File: config.mk
export PLATFORM = sky130hd
export DESIGN_NAME = motoro3_step_sequencer
export DESIGN_NICKNAME = d
export VERILOG_FILES = /design/src/rtl/motoro3_pkg.sv /design/src/rtl/motoro3_step_timebase.sv /design/src/rtl/motoro3_step_sequencer.sv
export SDC_FILE = /design/constraint.sdc
export NUM_CORES = 1
export LEC_CHECK = 0
export CAP_MARGIN = 20
export CORE_MARGIN = 5
export CORE_UTILIZATION = 50
export DETAILED_ROUTE_END_ITERATION = 6
export PLACE_DENSITY = 0.86
export SLEW_MARGIN = 20
export SYNTH_ARGS = -nofsm -noshare
export SYNTH_HDL_FRONTEND = slang
export SYNTH_SLANG_ARGS = --single-unit
File: constraint.sdc
create_clock -name clk -period 3.6 [get_ports clk]
set_input_delay 0.9 -clock clk [delete_from_list [all_inputs] [get_ports clk]]
set_output_delay 0.9 -clock clk [all_outputs]
set_load 0.05 [all_outputs]
File: src/rtl/motoro3_pkg.sv
// motoro3_pkg: shared definitions for the 3-phase commutation step sequencer.
// State encoding, step index constants and small step-arithmetic helpers.
package motoro3_pkg;

  // Sequencer state encoding (kept as plain constants for legacy tooling)
  typedef logic [1:0] m3_state_t;
  localparam m3_state_t ST_IDLE  = 2'd0;
  localparam m3_state_t ST_RUN   = 2'd1;
  localparam m3_state_t ST_DRAIN = 2'd2;

  // Commutation step indices
  localparam logic [3:0] STEP_INACTIVE = 4'd15;
  localparam logic [3:0] STEP_FIRST    = 4'd0;
  localparam logic [3:0] STEP_LAST     = 4'd11;
  localparam logic [3:0] STEP_HALF_A   = 4'd5;   // end of first half-cycle
  localparam logic [3:0] STEP_HALF_B   = 4'd11;  // end of second half-cycle

  // Default minimum effective step length in clocks
  localparam int LEN_MIN_DEFAULT = 4;

  // True on the last step of either electrical half-cycle
  function automatic logic is_half_end(input logic [3:0] step);
    return (step == STEP_HALF_A) || (step == STEP_HALF_B);
  endfunction

  // Step index that follows 'step' in the 12-step rotation
  function automatic logic [3:0] next_step(input logic [3:0] step);
    return (step == STEP_LAST) ? STEP_FIRST : step + 4'd1;
  endfunction

endpackage

File: src/rtl/motoro3_step_timebase.sv
// motoro3_step_timebase: per-step clock counter, step-length latch with
// LEN_MIN clamp, and first/last strobe decode. Counts on the falling edge.
// The step length is sampled only on start and at step boundaries, so
// mid-step changes of the request never stretch or shorten a running step.
module motoro3_step_timebase
  import motoro3_pkg::*;
#(
  parameter int CNT_W   = 25,
  parameter int LEN_MIN = LEN_MIN_DEFAULT
) (
  input  logic             clk,
  input  logic             nRst,
  input  logic             i_start,    // IDLE exit: restart count, latch length
  input  logic             i_active,   // sequencer in RUN or DRAIN
  input  logic [CNT_W-1:0] i_stepLen,  // requested step length
  output logic [CNT_W-1:0] o_cnt,
  output logic             o_first2,
  output logic             o_first1,
  output logic             o_last2,
  output logic             o_last1
);

  localparam logic [CNT_W-1:0] LEN_FLOOR = CNT_W'(LEN_MIN);

  logic [CNT_W-1:0] r_cnt;
  logic [CNT_W-1:0] r_len;
  logic [CNT_W-1:0] w_len_req;
  logic             w_at_end;

  // Requested length clamped up to the minimum usable step length
  assign w_len_req = (i_stepLen < LEN_FLOOR) ? LEN_FLOOR : i_stepLen;
  assign w_at_end  = (r_cnt == r_len - CNT_W'(1));

  // Step counter and length latch, advanced on the falling edge
  always_ff @(negedge clk or negedge nRst) begin
    // NOTE: sequential state uses non-blocking assignments so every register
    // samples pre-edge values regardless of statement order.
    if (!nRst) begin
      r_cnt <= '0;
      r_len <= LEN_FLOOR;
    end else if (i_start) begin
      r_cnt <= '0;
      r_len <= w_len_req;
    end else if (i_active) begin
      if (w_at_end) begin
        r_cnt <= '0;
        r_len <= w_len_req;
      end else begin
        r_cnt <= r_cnt + CNT_W'(1);
      end
    end else begin
      r_cnt <= '0;
    end
  end

  assign o_cnt = r_cnt;

  // Strobe decode of registered count against latched length, gated by activity
  always_comb begin
    // NOTE: every output gets a default first so no path can infer a latch.
    o_first2 = 1'b0;
    o_first1 = 1'b0;
    o_last2  = 1'b0;
    o_last1  = 1'b0;
    if (i_active) begin
      o_first2 = (r_cnt == '0);
      o_first1 = (r_cnt == CNT_W'(1));
      o_last2  = (r_cnt == r_len - CNT_W'(2));
      o_last1  = w_at_end;
    end
  end

endmodule

File: src/rtl/motoro3_step_sequencer.sv
// motoro3_step_sequencer: 12-step commutation sequencer for the 3-phase PWM
// datapath. IDLE/RUN/DRAIN control with sgStep generation; the per-step
// timebase lives in motoro3_step_timebase. State updates on the falling edge.
// Optional feature macro: M3SEQ_HALFCYCLE_CNT_EN adds the halfCycleCnt output.
module motoro3_step_sequencer
  import motoro3_pkg::*;
#(
  parameter int CNT_W   = 25,
  parameter int LEN_MIN = LEN_MIN_DEFAULT
) (
  input  logic             clk,
  input  logic             nRst,
  input  logic             enable,
  input  logic [CNT_W-1:0] m3r_stepLen,
  output logic [3:0]       sgStep,
  output logic [CNT_W-1:0] m3cnt,
  output logic             m3cntFirst2,
  output logic             m3cntFirst1,
  output logic             m3cntLast2,
  output logic             m3cntLast1,
  output logic             pwmActive1,
  output logic             pwmLastStep1,
  output logic             busy
`ifdef M3SEQ_HALFCYCLE_CNT_EN
  ,
  output logic [15:0]      halfCycleCnt
`endif
);

  m3_state_t  r_state;
  logic [3:0] r_step;
  logic       w_active;
  logic       w_start;
  logic       w_last1;

  assign w_active = (r_state != ST_IDLE);
  assign w_start  = (r_state == ST_IDLE) && enable;

  motoro3_step_timebase #(
    .CNT_W   (CNT_W),
    .LEN_MIN (LEN_MIN)
  ) u_timebase (
    .clk       (clk),
    .nRst      (nRst),
    .i_start   (w_start),
    .i_active  (w_active),
    .i_stepLen (m3r_stepLen),
    .o_cnt     (m3cnt),
    .o_first2  (m3cntFirst2),
    .o_first1  (m3cntFirst1),
    .o_last2   (m3cntLast2),
    .o_last1   (w_last1)
  );

  // Run/drain control and step index; drain only stops at a half-cycle end
  always_ff @(negedge clk or negedge nRst) begin
    if (!nRst) begin
      r_state <= ST_IDLE;
      r_step  <= STEP_INACTIVE;
    end else begin
      case (r_state)
        ST_IDLE: begin
          if (enable) begin
            r_state <= ST_RUN;
            r_step  <= STEP_FIRST;
          end
        end
        ST_RUN: begin
          if (w_last1) r_step <= next_step(r_step);
          if (!enable) r_state <= ST_DRAIN;
        end
        ST_DRAIN: begin
          if (enable) begin
            r_state <= ST_RUN;
            if (w_last1) r_step <= next_step(r_step);
          end else if (w_last1) begin
            if (is_half_end(r_step)) begin
              r_state <= ST_IDLE;
              r_step  <= STEP_INACTIVE;
            end else begin
              r_step <= next_step(r_step);
            end
          end
        end
        default: begin
          r_state <= ST_IDLE;
          r_step  <= STEP_INACTIVE;
        end
      endcase
    end
  end

  assign sgStep       = r_step;
  assign m3cntLast1   = w_last1;
  assign pwmActive1   = w_active;
  assign busy         = w_active;
  assign pwmLastStep1 = is_half_end(r_step);

`ifdef M3SEQ_HALFCYCLE_CNT_EN
  logic [15:0] r_half_cnt;

  // Half-cycle counter: cleared on start, bumped at the end of steps 5 and 11
  always_ff @(negedge clk or negedge nRst) begin
    if (!nRst) begin
      r_half_cnt <= '0;
    end else if (w_start) begin
      r_half_cnt <= '0;
    end else if (w_last1 && is_half_end(r_step)) begin
      r_half_cnt <= r_half_cnt + 16'd1;
    end
  end

  assign halfCycleCnt = r_half_cnt;
`endif

endmodule

==> results of run 1 <==
flip-flops by register name, indices dropped and copies added, names as in the netlist:
signal	flops
u_timebase.o_cnt	25
r_state	2
sgStep	4
u_timebase.r_len	25
per-layer routing:
layer	wire length, um	track usage	share of wire
met3	4440	0.142	0.17
met5	62	0	0.0023
met2	11000	0.692	0.41
met1	8020	0.503	0.30
met4	3270	0.356	0.12
synthesized netlist by cell type (all sizes together) (7+ instances only):
master,n
xnor2,48
dfrtn,51
nand2,38
xor2,23
nand3,24
inv,19
and3,11
buf,10
clkbuf,15
ha,7
nor3,14
nor4,28
a21oi,13
o21ai,11
mux2,23
nand4,15
nor2,65
final timing paths:
path                                      startpoint                    to  slack (ns)  cells past startpoint
worst max-delay path             u_timebase.r_len[2]            m3cntLast1       -2.85                     12
worst min-delay path            u_timebase.r_len[24]  u_timebase.r_len[24]        0.52                      1
worst max register to register   u_timebase.r_len[2]  u_timebase.r_len[12]       -0.79                     16
worst min register to register  u_timebase.r_len[24]  u_timebase.r_len[24]        0.52                      1
max in group asynchronous                       nRst             sgStep[2]        0.94                      2
min in group asynchronous                       nRst   u_timebase.o_cnt[9]        2.26                      2
worst register-to-register path, cell delays in order, from the launching register on:
cell                        delay (ns)
sky130_fd_sc_hd__dfstp_2          0.40
sky130_fd_sc_hd__inv_2            0.09
sky130_fd_sc_hd__ha_4             0.16
sky130_fd_sc_hd__nor4b_4          0.38
sky130_fd_sc_hd__buf_4            0.26
sky130_fd_sc_hd__nor4b_1          1.02
sky130_fd_sc_hd__mux2i_1          0.17
sky130_fd_sc_hd__buf_4            0.21
sky130_fd_sc_hd__buf_4            0.14
sky130_fd_sc_hd__o2111ai_2        0.12
sky130_fd_sc_hd__or4_4            0.25
sky130_fd_sc_hd__o31ai_4          0.09
sky130_fd_sc_hd__a21boi_4         0.17
sky130_fd_sc_hd__buf_6            0.14
sky130_fd_sc_hd__buf_12           0.12
sky130_fd_sc_hd__buf_16           0.14
sky130_fd_sc_hd__mux2_4           0.30
metrics by stage:
| stage | power, mW | TNS [ns] | util |
|---|---|---|---|
| after CTS | 2.95 | -14.27 | 0.872 |
| after floorplan | 1.59 | -6.43 | - |
| final | 3.31 | -41.05 | 0.895 |
| after global placement | 2.25 | -21.36 | 0.780 |
| after global routing | 3.37 | -47.35 | 0.895 |
| after detailed placement | 2.33 | -22.57 | 0.780 |
cells in the final DEF, fill, tap and decap left out, types with 12 or more instances in the layout:
master,instances
sky130_fd_sc_hd__buf_4,147
sky130_fd_sc_hd__nor2_1,60
sky130_fd_sc_hd__dfrtn_1,51
sky130_fd_sc_hd__xnor2_1,42
sky130_fd_sc_hd__nand2_1,38
sky130_fd_sc_hd__buf_12,38
sky130_fd_sc_hd__buf_6,37
sky130_fd_sc_hd__xor2_1,23
sky130_fd_sc_hd__mux2_4,22
sky130_fd_sc_hd__nand3_1,20
sky130_fd_sc_hd__inv_1,16
sky130_fd_sc_hd__nor4_4,14
sky130_fd_sc_hd__nand4_1,14
sky130_fd_sc_hd__a21oi_1,13
sky130_fd_sc_hd__dlygate4sd2_1,12
power by group:
part	total [mW]	internal (mW)	switching, mW
Combinational	1.97	0.896	1.08
Clock	0.460	0.210	0.250
Sequential	0.874	0.734	0.140
Total	3.31	1.84	1.47
final cells by class:
class	count	area (um^2)	area share
Sequential cell	56	1420	0.185
Multi-Input combinational cell	398	3320	0.432
Clock buffer	5	68.8	0.00895
Timing Repair Buffer	254	2620	0.340
Inverter	18	76.3	0.00993
Tap cell	108	135	0.0176
Clock inverter	7	53.8	0.00700
logic make-up after synthesis:
family | after synthesis
buffers and inverters | 44
flip-flops | 56
XOR/XNOR | 71
adder cells (fa/ha/maj) | 7
multiplexers | 28
AO/OA/AOI/OAI | 74
AND/OR/NAND/NOR | 218
repair_timing:
| action | CTS | global route |
|---|---|---|
| pin swaps | 25 | 23 |
| resized for setup | 154 | 41 |
| endpoints found under the setup margin | 64 | 90 |
| buffers inserted | 25 | 27 |
| cloned | 3 | 0 |
==> run metrics, run 1 <==
initial cell density of the core=0.505; Post-Syn Area=roughly 4300 um^2; sort of element at the end of the critical path=output port; clock insertion delay at the later pin of the skew report=0.39 ns; unrepaired setup endpoints after global routing=true; Distinct cells, synth=63; Final Slew Violations=0; EDFF count, synth=0; overall routing resource usage=0.445; number of storage elements in the synthesis netlist=between 50 and 60; sequential cell area fraction in the yosys report=0.324; transition at the pin with the smallest max-transition slack=1.26 ns; number of top-level design ports=64; count of placed standard cells including taps=803; fraction of the mapped netlist area in simple logic gates=0.271; total buffers and inverters traversed by the critical path=4; number of buffers created by CTS=5; routability congestion estimate from global placement=between 1 and 1.5; fraction of the mapped netlist area in compound gates=0.126; Most used DFF post-synth=sky130_fd_sc_hd__dfrtn_1; Final Instance Count excl. Fillers=roughly 850; Clock Root Buffer=sky130_fd_sc_hd__clkbuf_8; DRT iter0 DRCs=about 1200; final setup vio count=90; floorplan row count=34; final net count=around 770; TritonCTS clock tree=done; multiplexer area fraction after synthesis=0.0712; crit-path cells=inv_2 > ha_4 > nor4b_4 > buf_4 > nor4b_1 > mux2i_1 > buf_4 > o311ai_4 > nor4_2 > nand4b_1 > nor2_4 > buf_12; area share of xor/xnor cells in the synthesized design=0.143; Peak supply drop=0.264 mV; antenna violations before repair=0; Area Growth Syn to Fin=77.1%; Synth Instances=498; final setup slack of the worst path=-2.85 ns; Synthesized Nets=~530; share of Yosys cell area claimed by the top area cell type=0.294; highest cell delay on the worst timing path=1.02 ns; overall die height=between 100 and 150 um; warning count from the yosys run=0; H-Tree Depth=2; # DRC=~240; pwr/cell area=around 430 nW/um^2; outcome=finished, violations left; via density per instance=7.46; number of fillers in the final layout=328; Fin Hold WS=about 0.52 ns; number of nets with antenna violations after detailed routing=0; number of buffers inserted for hold repair after clock tree synthesis=0; cell taking the most area after synthesis=sky130_fd_sc_hd__dfrtn_1; maximum fanout encountered on the critical timing path=4; overall die width=a little over 100 um; wire per inst=roughly 32 um; fraction of layout instances using a drive strength above 1=0.466; vias in the first global route=6100; antenna diode count=0; worst max-slew margin expressed relative to the limit=0.145; path category of the worst min-delay check=reg -> reg; violated checks=design-rule violations, negative setup slack; main area contributors after synthesis=sky130_fd_sc_hd__dfrtn_1, sky130_fd_sc_hd__xnor2_1, sky130_fd_sc_hd__nor2_1; cell type group with the largest total delay on the critical path=simple AND/OR/NAND/NOR gates; required time reported for the critical path endpoint=2.70 ns; cell repeated most along the worst path=sky130_fd_sc_hd__buf_4; setup slack after placement=-1.82 ns; via count=about 6300; leakage component of the power=~3.3 nW; crit path DAT=approximately 5.6 ns; post-route cell area=7690 um^2; number of max-cap violations=0; area of the core=between 8000 and 9000 um^2; worst-case clock buffer depth=2; Die ar.=~11000 um^2; number of I/O port buffers=63; cell area reported after detailed placement=6700 um^2; Setup crit start kind=register; largest family of logic cells by synthesized area=simple AND/OR/NAND/NOR gates; detailed-routing iteration count for the pre-antenna-repair pass=7; Async SR Flop Fraction=1.00; Worst-path clk slew=about 0.07 ns; Fin. Hold Viols=0; Adder-Cell Fraction of Synth Area=0.0202; final wirelength=~27 mm; DPL Wire Length=around 13 mm; slowest library cell on the worst path=sky130_fd_sc_hd__nor4b_1; start-to-end type of the worst setup path=reg -> out; global route overflow=0; Post-Route Skew=roughly 0.083 ns; Post-Syn Area per Cell=between 8 and 9 um^2; pin count of the biggest net entering global routing=57; number of clock sinks seen by CTS=between 50 and 60; first-pass GRT wire length=approximately 35 mm
Note: power is estimated with default switching activity, not from simulation.
==> run 2, diff against run 1 <==
Settings changed: GPL_TIMING_DRIVEN set to 0.
==> run metrics, run 2 (synthesized netlist as in run 1, its figures left out) <==
outcome=finished, violations left; violated checks=negative setup slack; required time reported for the critical path endpoint=around 2.7 ns; antenna violations before repair=0; number of max-cap violations=0; vias in the first global route=4518; fraction of layout instances using a drive strength above 1=0.362; final setup vio count=53; final wirelength=15.3 mm; overall die width=roughly 100 um; footprint of the multi-input gates=around 3200 um^2; commonest non-fill, non-tap cell in the layout=sky130_fd_sc_hd__nor2_1; number of nets with antenna violations after detailed routing=0; GR Util met3=0.0349; TritonCTS clock tree=done; Setup crit start kind=register; pwr/cell area=between 400 and 500 nW/um^2; sort of element at the end of the critical path=output port; floorplan row count=34; DPL Wire Length=10.6 mm; post-route cell area=about 6600 um^2; crit path DAT=between 4 and 5 ns; start-to-end type of the worst setup path=reg -> out; overall routing resource usage=0.290; path category of the worst min-delay check=reg -> reg; via density per instance=6.12; area of the core=around 8600 um^2; overall power consumption=about 2.7 mW; cell area reported after detailed placement=between 5000 and 6000 um^2; detailed-routing iteration count for the pre-antenna-repair pass=5; first-pass GRT wire length=about 24 mm; Area Growth Syn to Fin=51.2%; Worst-path clk slew=around 0.07 ns; clock insertion delay at the later pin of the skew report=~0.38 ns; maximum fanout encountered on the critical timing path=10; via count=4623; antenna diode count=0; wire per inst=20.2 um; unrepaired setup endpoints after global routing=true; setup tns final=-12.88 ns; final setup slack of the worst path=-2.12 ns; global routing usage on met1=0.384; overall die height=103 um; worst-case clock buffer depth=2; Die ar.=about 11000 um^2; # DRC=0; Post-Route Skew=about 0.07 ns; number of clock sinks seen by CTS=56; Clock Root Buffer=sky130_fd_sc_hd__clkbuf_8; number of fillers in the final layout=around 620; Peak supply drop=0.218 mV; commonest cells after routing, fill and taps aside=sky130_fd_sc_hd__nor2_1, sky130_fd_sc_hd__buf_4, sky130_fd_sc_hd__dfrtn_1; routability congestion estimate from global placement=0.956; initial cell density of the core=0.505; number of top-level design ports=64; transition at the pin with the smallest max-transition slack=roughly 0.9 ns; layer with the highest usage=met2; met2 global-route usage=0.499; number of buffers created by CTS=5; Final Slew Violations=0; global route overflow=0; leakage component of the power=approximately 2.7 nW; Fin Hold WS=slightly above 0.5 ns; pin count of the biggest net entering global routing=between 50 and 60; number of I/O port buffers=between 60 and 70; worst max-slew margin expressed relative to the limit=0.405; DRT iter0 DRCs=335; Fin. Hold Viols=0; setup slack after placement=-2.82 ns; H-Tree Depth=2; setup slack on the worst flop-to-flop path=-0.04 ns; final net count=~680; total area of sequential cells=1420 um^2
[run 2: changes by cell type in the layout (fill, tap and decap cells not counted), moves of 5 or more]
cell / delta
sky130_fd_sc_hd__o21ai_1: -5
sky130_fd_sc_hd__mux2_4: -22
sky130_fd_sc_hd__clkbuf_8: +5
sky130_fd_sc_hd__buf_4: -91
sky130_fd_sc_hd__buf_12: -37
sky130_fd_sc_hd__buf_8: +26
sky130_fd_sc_hd__mux2_1: +16
sky130_fd_sc_hd__mux2_2: +6
sky130_fd_sc_hd__clkbuf_1: +5
[run 2: timing repair]
action                     in CTS  in global routing
resized for setup             399                 24
setup endpoints to repair      85                 85
buffers inserted               67                 15
hold buffers                    0                  0
pin swaps                      40                 15
[run 2: layout make-up]
cell class	instances	share of cell area
Sequential cell	56	0.216
Inverter	18	0.0112
Tap cell	108	0.0206
Multi-Input combinational cell	398	0.486
Clock buffer	7	0.0132
Timing Repair Buffer	142	0.221
Clock inverter	6	0.00743
Buffer	20	0.0242
[run 2: final timing paths]
path	startpoint	endpoint	depth (start not counted)
setup / recovery	u_timebase.r_len[3]	m3cntLast1	10
hold / removal	u_timebase.r_len[21]	u_timebase.r_len[21]	1
setup reg to reg	u_timebase.r_len[4]	u_timebase.r_len[9]	12
hold reg to reg	u_timebase.r_len[21]	u_timebase.r_len[21]	1
max in group asynchronous	nRst	u_timebase.r_len[2]	1
min in group asynchronous	nRst	u_timebase.o_cnt[16]	1
[run 2: per-stage QoR]
stage	instances	util
floorplan	498	-
global placement	669	0.619
detailed placement	669	0.618
CTS	743	0.743
global route	755	0.764
finish	755	0.764
[run 2: power breakdown]
part	internal [mW]	switching (mW)
Clock	0.235	0.232
Sequential	0.733	0.129
Combinational	0.580	0.750
[run 2: metal layers]
layer  vias to the layer above  share of wire
met5                         -              0
met4                         0          0.022
met3                        28          0.063
met2                       204           0.50
met1                      2275           0.42
li1                       2116              -
[run 2: worst max-delay path, cell delays in order (launching register included)]
cell and delay [ns]:
sky130_fd_sc_hd__dfrtn_1 0.39, sky130_fd_sc_hd__buf_2 0.24, sky130_fd_sc_hd__nor3b_4 0.32, sky130_fd_sc_hd__buf_4 0.19
sky130_fd_sc_hd__nand3_4 0.08, sky130_fd_sc_hd__or3_4 0.40, sky130_fd_sc_hd__a221oi_4 0.31, sky130_fd_sc_hd__a41o_1 0.22
sky130_fd_sc_hd__nand4b_1 0.23, sky130_fd_sc_hd__nor2_4 0.19, sky130_fd_sc_hd__buf_8 0.16
